### config.mk
export PLATFORM = sky130hd
export DESIGN_NAME = pipe_reg_nwrite_port
export DESIGN_NICKNAME = d
export VERILOG_FILES = /design/src/rtl/pipe_reg_nwrite_port.sv
export SDC_FILE = /design/constraint.sdc
export NUM_CORES = 1
export LEC_CHECK = 0
export BUFFER_PORTS_ARGS = -buffer_cell sky130_fd_sc_hd__buf_2
export CAP_MARGIN = 20
export CORE_MARGIN = 5
export CORE_UTILIZATION = 44
export DETAILED_ROUTE_END_ITERATION = 6
export GPL_ROUTABILITY_DRIVEN = 0
export PLACE_DENSITY = 0.77
export SYNTH_ARGS = -nofsm -noshare
export SYNTH_HDL_FRONTEND = slang
export SYNTH_SLANG_ARGS = --single-unit
### constraint.sdc
create_clock -name clock -period 2.19 [get_ports clock]
set_input_delay 0.1095 -clock clock [delete_from_list [all_inputs] [get_ports clock]]
set_output_delay 0.1095 -clock clock [all_outputs]
set_load 0.05 [all_outputs]
### src/rtl/pipe_reg_nwrite_port.sv
// ---------------------------------------------------------------------------
// pipe_reg_nwrite_port
//
// Multi-writer elastic pipe stage. NPORTS producers compete through a
// fixed-priority arbiter (lowest index wins) for a DEPTH-entry FIFO. The
// FIFO drains towards a lower stage that signals readiness with low_empty.
// Lost writes are counted in a saturating drop counter:
//   - collision losers
//   - the winner when the stage is full and nothing is draining, OVERWRITE=0
//
// Ports
//   clock      : rising-edge clock
//   rst        : asynchronous active-high reset
//   wr_en      : per-port write request            [NPORTS]
//   indata     : packed write data, port i at [i*DSIZE +: DSIZE]
//   low_empty  : lower stage ready; head consumed when valid & low_empty
//   clr_drop   : synchronous clear of drop_cnt (wins over same-cycle losses)
//   grant      : one-hot winning port (combinational), zero when idle
//   valid      : head entry present
//   curr_empty : !valid
//   sum_empty  : curr_empty | low_empty
//   full       : level == DEPTH
//   level      : stored entry count
//   outdata    : head entry data, zero when !valid
//   drop_cnt   : saturating count of lost writes
// ---------------------------------------------------------------------------
module pipe_reg_nwrite_port #(
    parameter int DSIZE     = 8,
    parameter int NPORTS    = 2,
    parameter int DEPTH     = 2,
    parameter int OVERWRITE = 0,
    parameter int DROP_W    = 8
) (
    input  logic                         clock,
    input  logic                         rst,
    input  logic [NPORTS-1:0]            wr_en,
    input  logic [NPORTS*DSIZE-1:0]      indata,
    input  logic                         low_empty,
    input  logic                         clr_drop,
    output logic [NPORTS-1:0]            grant,
    output logic                         valid,
    output logic                         curr_empty,
    output logic                         sum_empty,
    output logic                         full,
    output logic [$clog2(DEPTH+1)-1:0]   level,
    output logic [DSIZE-1:0]             outdata,
    output logic [DROP_W-1:0]            drop_cnt
);

    localparam int LW = $clog2(DEPTH + 1);
    localparam int PW = (DEPTH > 1) ? $clog2(DEPTH) : 1;
    localparam int CW = $clog2(NPORTS + 1);
    // Sum width large enough that drop_cnt + losses can never wrap.
    localparam int SW = DROP_W + CW;
    localparam logic [PW-1:0]     LAST_PTR  = PW'(DEPTH - 1);
    localparam logic [LW-1:0]     DEPTH_LVL = LW'(DEPTH);
    localparam logic [DROP_W-1:0] DROP_MAX  = '1;
    localparam logic              OVW_EN    = (OVERWRITE != 0);

    // Storage (contents are never reset; hidden behind valid)
    logic [DSIZE-1:0] r_mem [DEPTH];
    logic [PW-1:0]    r_wr_ptr;
    logic [PW-1:0]    r_rd_ptr;
    logic [LW-1:0]    r_level;
    logic [DROP_W-1:0] r_drop_cnt;

    logic [NPORTS:0]  w_req_below;
    logic             w_any;
    logic [DSIZE-1:0] w_win_data;
    logic [CW-1:0]    w_req_cnt;
    logic [CW-1:0]    w_losses;
    logic             w_valid;
    logic             w_full;
    logic             w_pop;
    logic             w_push;
    logic             w_ovw;
    logic             w_full_loss;
    logic [PW-1:0]    w_newest;
    logic [PW-1:0]    w_wr_ptr_next;
    logic [PW-1:0]    w_rd_ptr_next;
    logic [LW-1:0]    w_level_next;
    logic [SW-1:0]    w_drop_sum;
    logic [DROP_W-1:0] w_drop_next;

    // Fixed-priority arbiter: a port wins when no lower-indexed port requests.
    assign w_req_below[0] = 1'b0;
    generate
        for (genvar gi = 0; gi < NPORTS; gi++) begin : g_arb
            assign w_req_below[gi+1] = w_req_below[gi] | wr_en[gi];
            assign grant[gi]         = wr_en[gi] & ~w_req_below[gi];
        end
    endgenerate
    assign w_any = w_req_below[NPORTS];

    // One-hot OR mux of the winner's data, plus request population count.
    always_comb begin
        w_win_data = '0;
        w_req_cnt  = '0;
        for (int i = 0; i < NPORTS; i++) begin
            if (grant[i]) begin
                w_win_data = w_win_data | indata[i*DSIZE +: DSIZE];
            end
            w_req_cnt = w_req_cnt + CW'(wr_en[i]);
        end
    end

    assign w_valid = (r_level != '0);
    assign w_full  = (r_level == DEPTH_LVL);
    assign w_pop   = w_valid & low_empty;
    assign w_push  = w_any & (~w_full | w_pop);

    // Full with nothing draining: either replace the newest entry or lose it.
    assign w_ovw       = OVW_EN  & w_any & w_full & ~w_pop;
    assign w_full_loss = ~OVW_EN & w_any & w_full & ~w_pop;

    // Every requester except the winner is a collision loss.
    assign w_losses = (w_any ? (w_req_cnt - CW'(1)) : '0) + CW'(w_full_loss);

    assign w_newest      = (r_wr_ptr == '0) ? LAST_PTR : (r_wr_ptr - PW'(1));
    assign w_wr_ptr_next = (r_wr_ptr == LAST_PTR) ? '0 : (r_wr_ptr + PW'(1));
    assign w_rd_ptr_next = (r_rd_ptr == LAST_PTR) ? '0 : (r_rd_ptr + PW'(1));

    always_comb begin
        w_level_next = r_level;
        if (w_push && !w_pop) begin
            w_level_next = r_level + LW'(1);
        end else if (w_pop && !w_push) begin
            w_level_next = r_level - LW'(1);
        end
    end

    assign w_drop_sum  = SW'(r_drop_cnt) + SW'(w_losses);
    assign w_drop_next = (w_drop_sum > SW'(DROP_MAX)) ? DROP_MAX : w_drop_sum[DROP_W-1:0];

    // Storage write port; rst gating keeps a write in the reset cycle out.
    always_ff @(posedge clock) begin
        if (!rst) begin
            if (w_push) begin
                r_mem[r_wr_ptr] <= w_win_data;
            end else if (w_ovw) begin
                r_mem[w_newest] <= w_win_data;
            end
        end
    end

    always_ff @(posedge clock or posedge rst) begin
        if (rst) begin
            r_wr_ptr   <= '0;
            r_rd_ptr   <= '0;
            r_level    <= '0;
            r_drop_cnt <= '0;
        end else begin
            if (w_push) begin
                r_wr_ptr <= w_wr_ptr_next;
            end
            if (w_pop) begin
                r_rd_ptr <= w_rd_ptr_next;
            end
            r_level <= w_level_next;
            if (clr_drop) begin
                r_drop_cnt <= '0;
            end else begin
                r_drop_cnt <= w_drop_next;
            end
        end
    end

    // Status outputs come from registers only (sum_empty also sees low_empty).
    assign valid      = w_valid;
    assign curr_empty = ~w_valid;
    assign sum_empty  = ~w_valid | low_empty;
    assign full       = w_full;
    assign level      = r_level;
    assign outdata    = w_valid ? r_mem[r_rd_ptr] : '0;
    assign drop_cnt   = r_drop_cnt;

endmodule

# Word-level counts from Yosys, hierarchy flattened
# Memory sizes are Yosys's and may differ from the RTL's.
# Index checks and enable logic that the tools add are counted.
[word_totals]
memories = 1
ram_bits = 16
regBits = 12
inputBits = 22
elab_cells = 47
out_inout_bits = 24
[mem_list]
columns = ["memory", "words", "width", "read_ports", "rd_clocked_by_memory_dff", "write_ports", "line", "rtl"]
rows = [
  ["r_mem", 2, 8, 1, 0, 1, "61", "logic [DSIZE-1:0] r_mem [DEPTH];"],
]
[classes]
mux = 13
n_eq_ne = 1
addsub = 8
reduce_logical = 6
n_lt_le_gt_ge = 1
bitwise = 13
[op_table]
columns = ["op", "count"]
rows = [
  ["8-bit two-way mux", 5],
  ["8-bit by 2-bit adder with 9-bit output", 1],
  ["9-bit by 8-bit > comparator with 1-bit output, second input constant", 1],
  ["8-bit OR", 1],
  ["2-bit two-way mux", 3],
  ["1-bit AND", 5],
  ["1-bit two-way mux", 5],
  ["1-bit inverter", 4],
  ["2-bit nonzero test", 2],
  ["2-bit by 1-bit subtractor with 2-bit output, second input constant", 2],
  ["1-bit OR", 3],
  ["1-bit adder, second input constant", 2],
  ["1-bit by 1-bit adder with 2-bit output", 1],
  ["2-bit by 1-bit adder with 2-bit output", 1],
  ["2-bit by 1-bit adder with 2-bit output, second input constant", 1],
  ["2-bit == test, second input constant", 1],
  ["1-bit logical AND", 2],
  ["1-bit zero test", 2],
]

# Longest topological paths before layout
# Gate-level depths: netlist of the first run.
[depth]
word_depth = 9
ltp_mapped = 10
ltp_nobuf = 9

# Least setup slack after synthesis of the first run
# No wires, ideal clock.
[synth_timing]
path_type = "register -> register"
from = "register r_level[1], in the netlist level[1]"
to = "register r_drop_cnt[0], in the netlist drop_cnt[0]"
required_time_ns = 2.111
period_less_slack_ns = 2.692
stages_incl_launch_ff = 10
t_arrival_ns = 2.613
setup_time_ns = 0.079
n_path_buf = 0
path_slack_ns = -0.502
cell_sequence = "dfrtp_1 or3b_1 nor2_1 ha_1 ha_1 inv_1 fa_1 and4b_1 nand4_1 a21oi_1"
[synth_between]
elab_chain_cells = 9
elab_cells_between_ends = 11
classes_between = "2 x add/sub; 1 x order compare; 1 x eq/ne; 2 x mux; 4 x bitwise; 1 x reduce/logical"
[synth_lines]
columns = ["item", "line", "rtl"]
rows = [
  ["from (decl)", "64", "logic [LW-1:0] r_level;"],
  ["from (signal assigned)", "159", "r_level <= w_level_next;"],
  ["2-bit nonzero test", "107", "assign w_valid = (r_level != '0);"],
  ["1-bit AND", "109", "assign w_pop = w_valid & low_empty;"],
  ["1-bit inverter", "114", "assign w_full_loss = ~OVW_EN & w_any & w_full & ~w_pop;"],
  ["1-bit AND *", "114", ""],
  ["2-bit by 1-bit adder with 2-bit output *", "117", "assign w_losses = (w_any ? (w_req_cnt - CW'(1)) : '0) + CW'(w_full_loss);"],
  ["8-bit by 2-bit adder with 9-bit output *", "132", "assign w_drop_sum = SW'(r_drop_cnt) + SW'(w_losses);"],
  ["9-bit by 8-bit > comparator with 1-bit output", "133", "assign w_drop_next = (w_drop_sum > SW'(DROP_MAX)) ? DROP_MAX : w_drop_sum[DROP_W-1:0];"],
  ["8-bit two-way mux *", "133", ""],
  ["8-bit two-way mux *", "160", "if (clr_drop) begin"],
  ["to (signal assigned)", "163", "r_drop_cnt <= w_drop_next;"],
  ["to (decl)", "65", "logic [DROP_W-1:0] r_drop_cnt;"],
]
# Every way passes the cells marked *; elsewhere a longest branch is shown, timed or not.
# A chain may end at the register's enable or synchronous reset.

# Worst setup path after layout of the first run
[layout_timing]
from = "register r_level[0], in the netlist level[0]"
to = "register r_drop_cnt[1], in the netlist drop_cnt[1]"
# Same word-level chain as after synthesis.

==> summary by stage, run 1 <==
Finish
In the final layout, the share of cells above drive strength 1 is 0.445. The library cell used most frequently in the layout, excluding fill and tap cells, is buf_2. The count of filler cells inserted in the layout is 257. The layout overhead on the synthesized area is 31.4%. In the layout the commonest cells are 46 x buf_2, 16 x edfxtp_1, 11 x nor2_1. At the end of the flow the core is filled with cells to 0.598. The total inserted antenna cells is 0. The final standard cell count with taps included and fillers excluded is 217.

The number of nets in the layout is 201.

Hold path
The worst hold path begins at clr_drop. The cell count of the worst hold path is 2. In this run the worst hold path is classified as input port to register. The hold-critical path endpoint is drop_cnt[4]$_DFF_PP0_.

Clock tree
The H-tree depth is 1. No sink is reached through more buffers than the 2 on the longest clock path. Clock-pin slew was measured on the worst setup and hold paths at 0.15 ns. The root buffer selected by CTS is clkbuf_4. The clock reaches the later pin of the worst-skew pair after 0.33 ns. The CTS sink count is 28. The TritonCTS clock tree is built. The number of clock buffers inserted by TritonCTS is 3.

Die
The number of I/O pins is 46. The initialized floorplan defines 20 standard-cell rows. The floorplan step set the die width to 66.2 um. The starting utilization of the core area is 0.455. The area of the placeable core is 3050 um^2.

The die height is 66.2 um. The area of the die is 4380 um^2.

Detailed routing
The detail-routed via count per cell is 5.10. The total number of vias is 1106. The routed length per placed instance is 15.6 um. The pre-antenna-repair detailed-routing pass consisted of 4 iterations. The detailed-route DRC error count is 0. After the first detailed-routing iteration, the DRC count stood at 33. Once detail routing completed, the nets flagged for antenna violations numbered 0. The routed design has 3380 um of wire.

Power
The relative contribution of combinational cells to total power is 0.517. Internal power comes to 0.00121 W. Summed over all nets, the switching power comes to 0.00107 W. The leakage power is 0.855 nW. Across the VDD grid, the largest voltage drop is 0.535 mV. In this run the power density over the cells is 1250 nW/um^2. Of the total power, the share spent switching nets is 0.468.

The share of total power dissipated in the clock network is 0.150. The total power of the final layout is 0.00228 W. The proportion of power drawn by flip-flops and latches is 0.332.

Worst setup path
The startpoint of the worst register-to-register path is level[0]$_DFFE_PP0P_. The largest fanout on the critical path is 4. The worst register-to-register path ends at drop_cnt[1]$_DFF_PP0_. STA classifies the critical path endpoint as a register. STA puts the critical path data required time at 2.46 ns. The reg-to-reg setup timing slack is -0.19 ns. The critical path is of the register to register type. The largest stage delay on the critical path is 0.43 ns. The sort of element at the start of the critical path is a register. The sum of buffers and inverters on the critical path is 1.

The number of cells on the worst reg-to-reg path is 9. The cell family with the largest share of critical-path delay is simple AND/OR/NAND/NOR gates. The critical-path cell with the highest stage delay is dfrtp_2. Traced cell by cell, the critical path runs through or3b_4, nor2_2, ha_1, ha_2, inv_2, fa_2, and4b_2, nand4_1, a21oi_1.

For the worst setup path, the data arrival time is 2.65 ns.

Outcome
The checks that failed: negative setup slack. The run finished, with violations left.

STA
The count of final hold-check violations is 0. The routed design could run at a clock period as short as 2.38 ns. The worst slew margin relative to its limit is 0.549. The setup skew after layout is 0.00149 ns.

The highest attainable clock frequency is 421 MHz. At the pin with the least slew margin, the transition time is 0.675 ns. The number of pins with negative max-slew slack in the final report is 0. The final-report setup violation count is 8.

Across all hold checks on the routed design, the worst slack comes to 0.0329 ns. In the post-route analysis, the smallest setup slack over all paths is -0.187 ns. Of the available clock period, the critical path in the final layout requires 1.09. Setup repair after global routing could not meet its margin everywhere.

Synth
Dividing the synthesized area by the synthesized cell count gives 11.8 um^2. Counting flops and latches in the post-synthesis netlist gives 28. The net count of the mapped netlist is 145. The async set-or-reset flop fraction in the synthesized netlist is 0.429.

The most area-hungry cell type in the Yosys netlist is edfxtp_1. Counting every instance in the synthesized netlist gives 118. The cell area after synthesis is 1390 um^2. The share of synthesized area in the top cell type comes to 0.346. The number of synthesized flops with an enable pin is 16. The yosys synthesis warning count is 0. The primary flip-flop cell chosen by synthesis mapping is edfxtp_1. The number of distinct standard cells referenced by the synthesized netlist is 35. Of the synthesized area, sequential elements account for 0.562. In the post-synthesis netlist, the biggest area contributors are edfxtp_1 35%, dfrtp_1 22%, mux2i_1 5.8%.

Global routing
After global routing the overflow that remains totals 0. The initial antenna violation count is 0. The global-route wire length before repair is 5170 um.

The pin count of the biggest net entering global routing is 17. The via count of the first global-routing pass is 1103. The global-route total usage across every layer is 0.155.

Placement
The total half-perimeter wirelength after legalization and detailed placement is 2340 um. The number of placed instances, taps included, is 207. In this run the tool buffered the top-level ports with 45 buffer cells.

Job
Max-cap violations in this run came to 0.
routing by layer:
layer	vias to the layer above	track usage	wire, um
met2	36	0.285	1790
met1	527	0.178	1360
li1	537	-	-
met5	-	0	0
met4	0	0.0533	48
met3	6	0.0272	174
power groups by stage:
| stage | sequential (W) | clock, W | combinational [W] |
|---|---|---|---|
| floorplan | 0.000839 | 0 | 0.000788 |
| global route | 0.000770 | 0.000369 | 0.00126 |
| global placement | 0.000759 | 0 | 0.00114 |
| CTS | 0.000758 | 0.000344 | 0.00118 |
| detailed placement | 0.000767 | 0 | 0.00116 |
| finish | 0.000758 | 0.000343 | 0.00118 |
worst register-to-register path, cell delays in order (launching register included):
cell and delay [ns]:
dfrtp_2 0.43, or3b_4 0.38, nor2_2 0.09, ha_1 0.15
ha_2 0.19, inv_2 0.04, fa_2 0.34, and4b_2 0.32
nand4_1 0.18, a21oi_1 0.20
logic make-up after synthesis:
kind of cell	synth area share
AOI/OAI and AO/OA	0.120
xor gates and xnor gates	0.0378
adders and majority gates	0.0504
buffers and inverters	0.0504
DFF	0.562
muxes	0.0576
and+or+nand+nor	0.122
registers in the layout (all words and copies together), names as in the netlist:
register,cells
level,2
r_mem,16
r_wr_ptr,1
drop_cnt,8
r_rd_ptr,1
per-stage QoR:
| stage | area [um^2] | setup TNS [ns] | worst slack, ns |
|---|---|---|---|
| floorplan | 1400 | -1.50 | -0.283 |
| global placement | 1690 | -0.231 | -0.0657 |
| detailed placement | 1700 | -0.537 | -0.132 |
| CTS | 1780 | -0.618 | -0.150 |
| global route | 1830 | -1.80 | -0.289 |
| finish | 1830 | -1.15 | -0.187 |
cell type report:
class	instances	area [um^2]	share of cell area
multi-input combinational	73	571	0.312
clock inverter	1	30.0	0.0164
sequential	28	783	0.429
tap	44	55.1	0.0301
timing repair buffer	59	332	0.182
inverter	9	33.8	0.0185
clock buffer	3	22.5	0.0123
cells in the mapped netlist (2+ instances only):
cell	instances
dfrtp_1	12
and4b_1	2
mux2i_1	8
xor2_1	3
a22o_1	8
a31oi_1	2
ha_1	4
o21ai_0	2
nor3_1	4
a21oi_1	6
buf_2	2
edfxtp_1	16
inv_1	9
nand4_1	2
nor2_1	12
clkbuf_1	4
xnor2_1	3
nor3b_1	2
timing repair:
item,CTS,global route
hold endpoints to repair,12,0
resized for setup,4,6
pin swaps,2,3
setup buffers,2,2
hold buffers,1,0
endpoints found under the setup margin,7,12
how the worst max path moves through the flow:
| stage | start | to | slack, ns | depth (start not counted) |
|---|---|---|---|---|
| floorplan | level[1]$_DFFE_PP0P_ | drop_cnt[0]$_DFF_PP0_ | -0.28 | 9 |
| global placement | level[0]$_DFFE_PP0P_ | drop_cnt[0]$_DFF_PP0_ | -0.07 | 9 |
| detailed placement | level[0]$_DFFE_PP0P_ | drop_cnt[1]$_DFF_PP0_ | -0.13 | 9 |
| CTS | level[0]$_DFFE_PP0P_ | drop_cnt[3]$_DFF_PP0_ | -0.15 | 9 |
| global route | level[0]$_DFFE_PP0P_ | drop_cnt[1]$_DFF_PP0_ | -0.29 | 9 |
| finish | level[0]$_DFFE_PP0P_ | drop_cnt[1]$_DFF_PP0_ | -0.19 | 9 |
No activity file was read; power rests on OpenSTA's default activity.
==> run 2, diff against run 1 <==
- CTS_BUF_LIST: unset -> sky130_fd_sc_hd__clkbuf_8
- PLACE_DENSITY: 0.77 -> 0.74
- clock period: 2.19 -> 2.26 ns (I/O delays scaled with it)
==> summary by stage, run 2 (synthesized netlist as in run 1, its figures left out) <==
STA
Setup repair after global routing could not meet its margin everywhere. The count of final hold-check violations is 0 (unchanged). The number of pins with negative max-slew slack in the final report is 0 (unchanged). The worst slew margin relative to its limit was 0.564 (+0.0146). The final-report setup violation count was 5 (-3). The highest attainable clock frequency was 427 MHz (+1.5%). The minimum period implied by the final worst setup slack is 2.34 ns (-0.0358 ns). The transition time at the pin with the least slew margin is 0.653 ns (-0.0218 ns). The setup skew after layout is 0.00662 ns (+0.00513 ns). The setup slack after layout is -0.0812 ns (+0.106 ns). The part of the cycle the worst path needs came to 1.04 (-0.0494).

Worst setup path
The sum of buffers and inverters on the critical path is 1 (unchanged). The signal on the critical path passes through or3b_4, nor2_2, ha_1, ha_2, inv_2, fa_2, and4b_1, nand4_1, a31oi_1. The worst setup path is launched from a register. The classification of the worst setup path is register to register. In this design, the largest share of critical-path delay is due to simple AND/OR/NAND/NOR gates. The endpoint required time on the critical path is 2.45 ns (about the same). The largest fanout on the critical path was 4 (unchanged). The arrival time of the worst setup path is 2.53 ns (-0.12 ns). The worst setup path is captured at a register.

The critical-path cell with the highest stage delay is dfrtp_2. The largest stage delay on the critical path is 0.41 ns (-0.02 ns).

Power
The power per standard cell area is 1240 nW/um^2 (-0.56%). The worst supply voltage drop on vdd was 0.550 mV (+2.8%). The switching power is 0.00102 W (-4.4%). The net switching share of the total power came to 0.453 (-0.0154). The relative contribution of combinational cells to total power was 0.505 (-0.012). The proportion of power drawn by the clock network is 0.171 (+0.021). The proportion of power drawn by flip-flops and latches came to 0.324 (-0.008). The total power of the final layout came to 0.00226 W (-1.1%).

The leakage power is 0.851 nW (-0.46%). The internal power of the cells is 0.00123 W (+1.8%).

Detailed routing
The total number of vias was 1093 (-1.2%). The number of DRC violations after detailed-routing iteration 0 is 21 (-36%). The detail-routed via count per cell is 5.08 (-0.26%). The detailed-route DRC error count is 0 (unchanged). The remaining number of nets flagged by the antenna check after routing is 0 (unchanged). The aggregate routed wire length is 3040 um (-9.8%). The routed length per placed instance was 14.2 um (-9.0%).

The length of the first detailed-routing pass in iterations is 4 (unchanged).

Die
The number of I/O pins was 46 (unchanged). The starting utilization of the core area is 0.455 (unchanged). The floorplan die width is 66.2 um (unchanged).

The area of the die is 4380 um^2 (unchanged). The die height was 66.2 um (unchanged). The total number of placement rows came to 20 (unchanged). The area of the placeable core is 3050 um^2 (unchanged).

Finish
From synthesis to final layout, the design area changed by 30.7%. The most common library cell in the layout ignoring fill and taps is buf_2. The final core area utilization is 0.595 (-0.00328). The register name with the most flops is r_mem. The count of filler cells inserted in the layout is 269 (+4.7%). The share of post-route cells with drive strength above 1 is 0.421 (-0.0240).

The total inserted antenna cells is 0 (unchanged). The flip-flop count of the largest register after layout is 16 (unchanged). Leaving out fill and tap cells, the most frequent cells in the layout are 45 x buf_2, 16 x edfxtp_1, 11 x nor2_1. The number of nets in the layout is 199 (-1.0%).

Clock tree
The buffer levels on the longest clock path is 2 (unchanged). The clock slew seen by the registers of the worst setup and hold paths came to 0.09 ns (-0.06 ns). The H-tree depth is 1 (unchanged).

The number of clock buffers inserted by TritonCTS is 3 (unchanged). The CTS sink count is 28 (unchanged). CTS placed an instance of clkbuf_8 at the clock tree root. The source-to-sink clock delay at the later pin of the worst-skew pair came to 0.27 ns (-0.06 ns). TritonCTS built the clock tree.

Global routing
The initial antenna violation count was 0 (unchanged). The global-route wire length before repair is 4700 um (-9.1%). The via count of the first global-routing pass is 1050 (-4.8%). The overflow left after global routing came to 0 (unchanged). The global-route total usage across every layer is 0.140 (-0.0146). The pin count of the biggest net entering global routing is 17 (unchanged).

Placement
The total half-perimeter wirelength after legalization and detailed placement came to 2250 um (-3.7%). The count of port buffers added during placement is 45 (unchanged).

Job
The number of max-cap violations is 0 (unchanged).

Hold path
The path class of the tightest hold or removal check is input port to register.

Outcome
The run finished, with violations left. The final reports fail on negative setup slack.
## run 2: final timing paths
check	start	endpoint	slack (ns)	cells past startpoint
worst max-delay path	level[0]$_DFFE_PP0P_	drop_cnt[3]$_DFF_PP0_	-0.08	9
worst min-delay path	clr_drop	drop_cnt[2]$_DFF_PP0_	0.11	2
worst max register to register	level[0]$_DFFE_PP0P_	drop_cnt[3]$_DFF_PP0_	-0.08	9
worst min register to register	r_wr_ptr$_DFFE_PP0P_	r_wr_ptr$_DFFE_PP0P_	0.50	1
max in group asynchronous	rst	level[1]$_DFFE_PP0P_	1.51	3
min in group asynchronous	rst	drop_cnt[6]$_DFF_PP0_	0.41	3
## run 2: power groups by stage
stage          clock network (W)  logic, W  registers (W)
4_1_cts                 0.000395   0.00114       0.000733
5_1_grt                 0.000414   0.00122       0.000742
3_3_place_gp                   0   0.00110       0.000736
2_1_floorplan                  0  0.000764       0.000813
6_report                0.000387   0.00114       0.000730
3_5_place_dp                   0   0.00112       0.000744
## run 2: layer usage
layer / track usage / wire length [um] / vias up
met5: 0 / 0 / -
met3: 0.0272 / 191 / 2
li1: - / - / 532
met2: 0.250 / 1540 / 41
met4: 0.0381 / 17 / 0
met1: 0.171 / 1300 / 518
## run 2: through the flow
| step | setup TNS (ns) | cell area [um^2] | hold slack [ns] | worst slack (ns) | std cells |
|---|---|---|---|---|---|
| 2_1_floorplan | -0.994 | 1400 | -0.0224 | -0.213 | 118 |
| 3_3_place_gp | 0 | 1690 | 0.165 | 0.00805 | 206 |
| 3_5_place_dp | -0.132 | 1700 | 0.166 | -0.0544 | 207 |
| 4_1_cts | -0.109 | 1800 | 0.0858 | -0.0635 | 214 |
| 5_1_grt | -0.667 | 1820 | 0.117 | -0.149 | 215 |
| 6_report | -0.276 | 1820 | 0.106 | -0.0812 | 215 |
## run 2: final cells by class
| type | count | area [um^2] | area share |
|---|---|---|---|
| Inverter | 9 | 33.8 | 0.0186 |
| Timing Repair Buffer | 57 | 315 | 0.174 |
| Clock inverter | 1 | 30.0 | 0.0165 |
| Sequential cell | 28 | 783 | 0.431 |
| Clock buffer | 3 | 41.3 | 0.0227 |
| Tap cell | 44 | 55.1 | 0.0303 |
| Multi-Input combinational cell | 73 | 558 | 0.307 |
## run 2: timing repair
action                     in CTS  in global routing
hold buffers                    1                  0
pin swaps                       3                  3
hold endpoints to repair       12                  0
setup endpoints to repair       4                  8
buffers inserted                2                  0
resized for setup               0                  6
## run 2: worst register-to-register path, stage by stage (launching register included)
cell and delay (ns):
dfrtp_2 0.41, or3b_4 0.38, nor2_2 0.09, ha_1 0.14, ha_2 0.17, inv_2 0.04
fa_2 0.33, and4b_1 0.30, nand4_1 0.21, a31oi_1 0.21
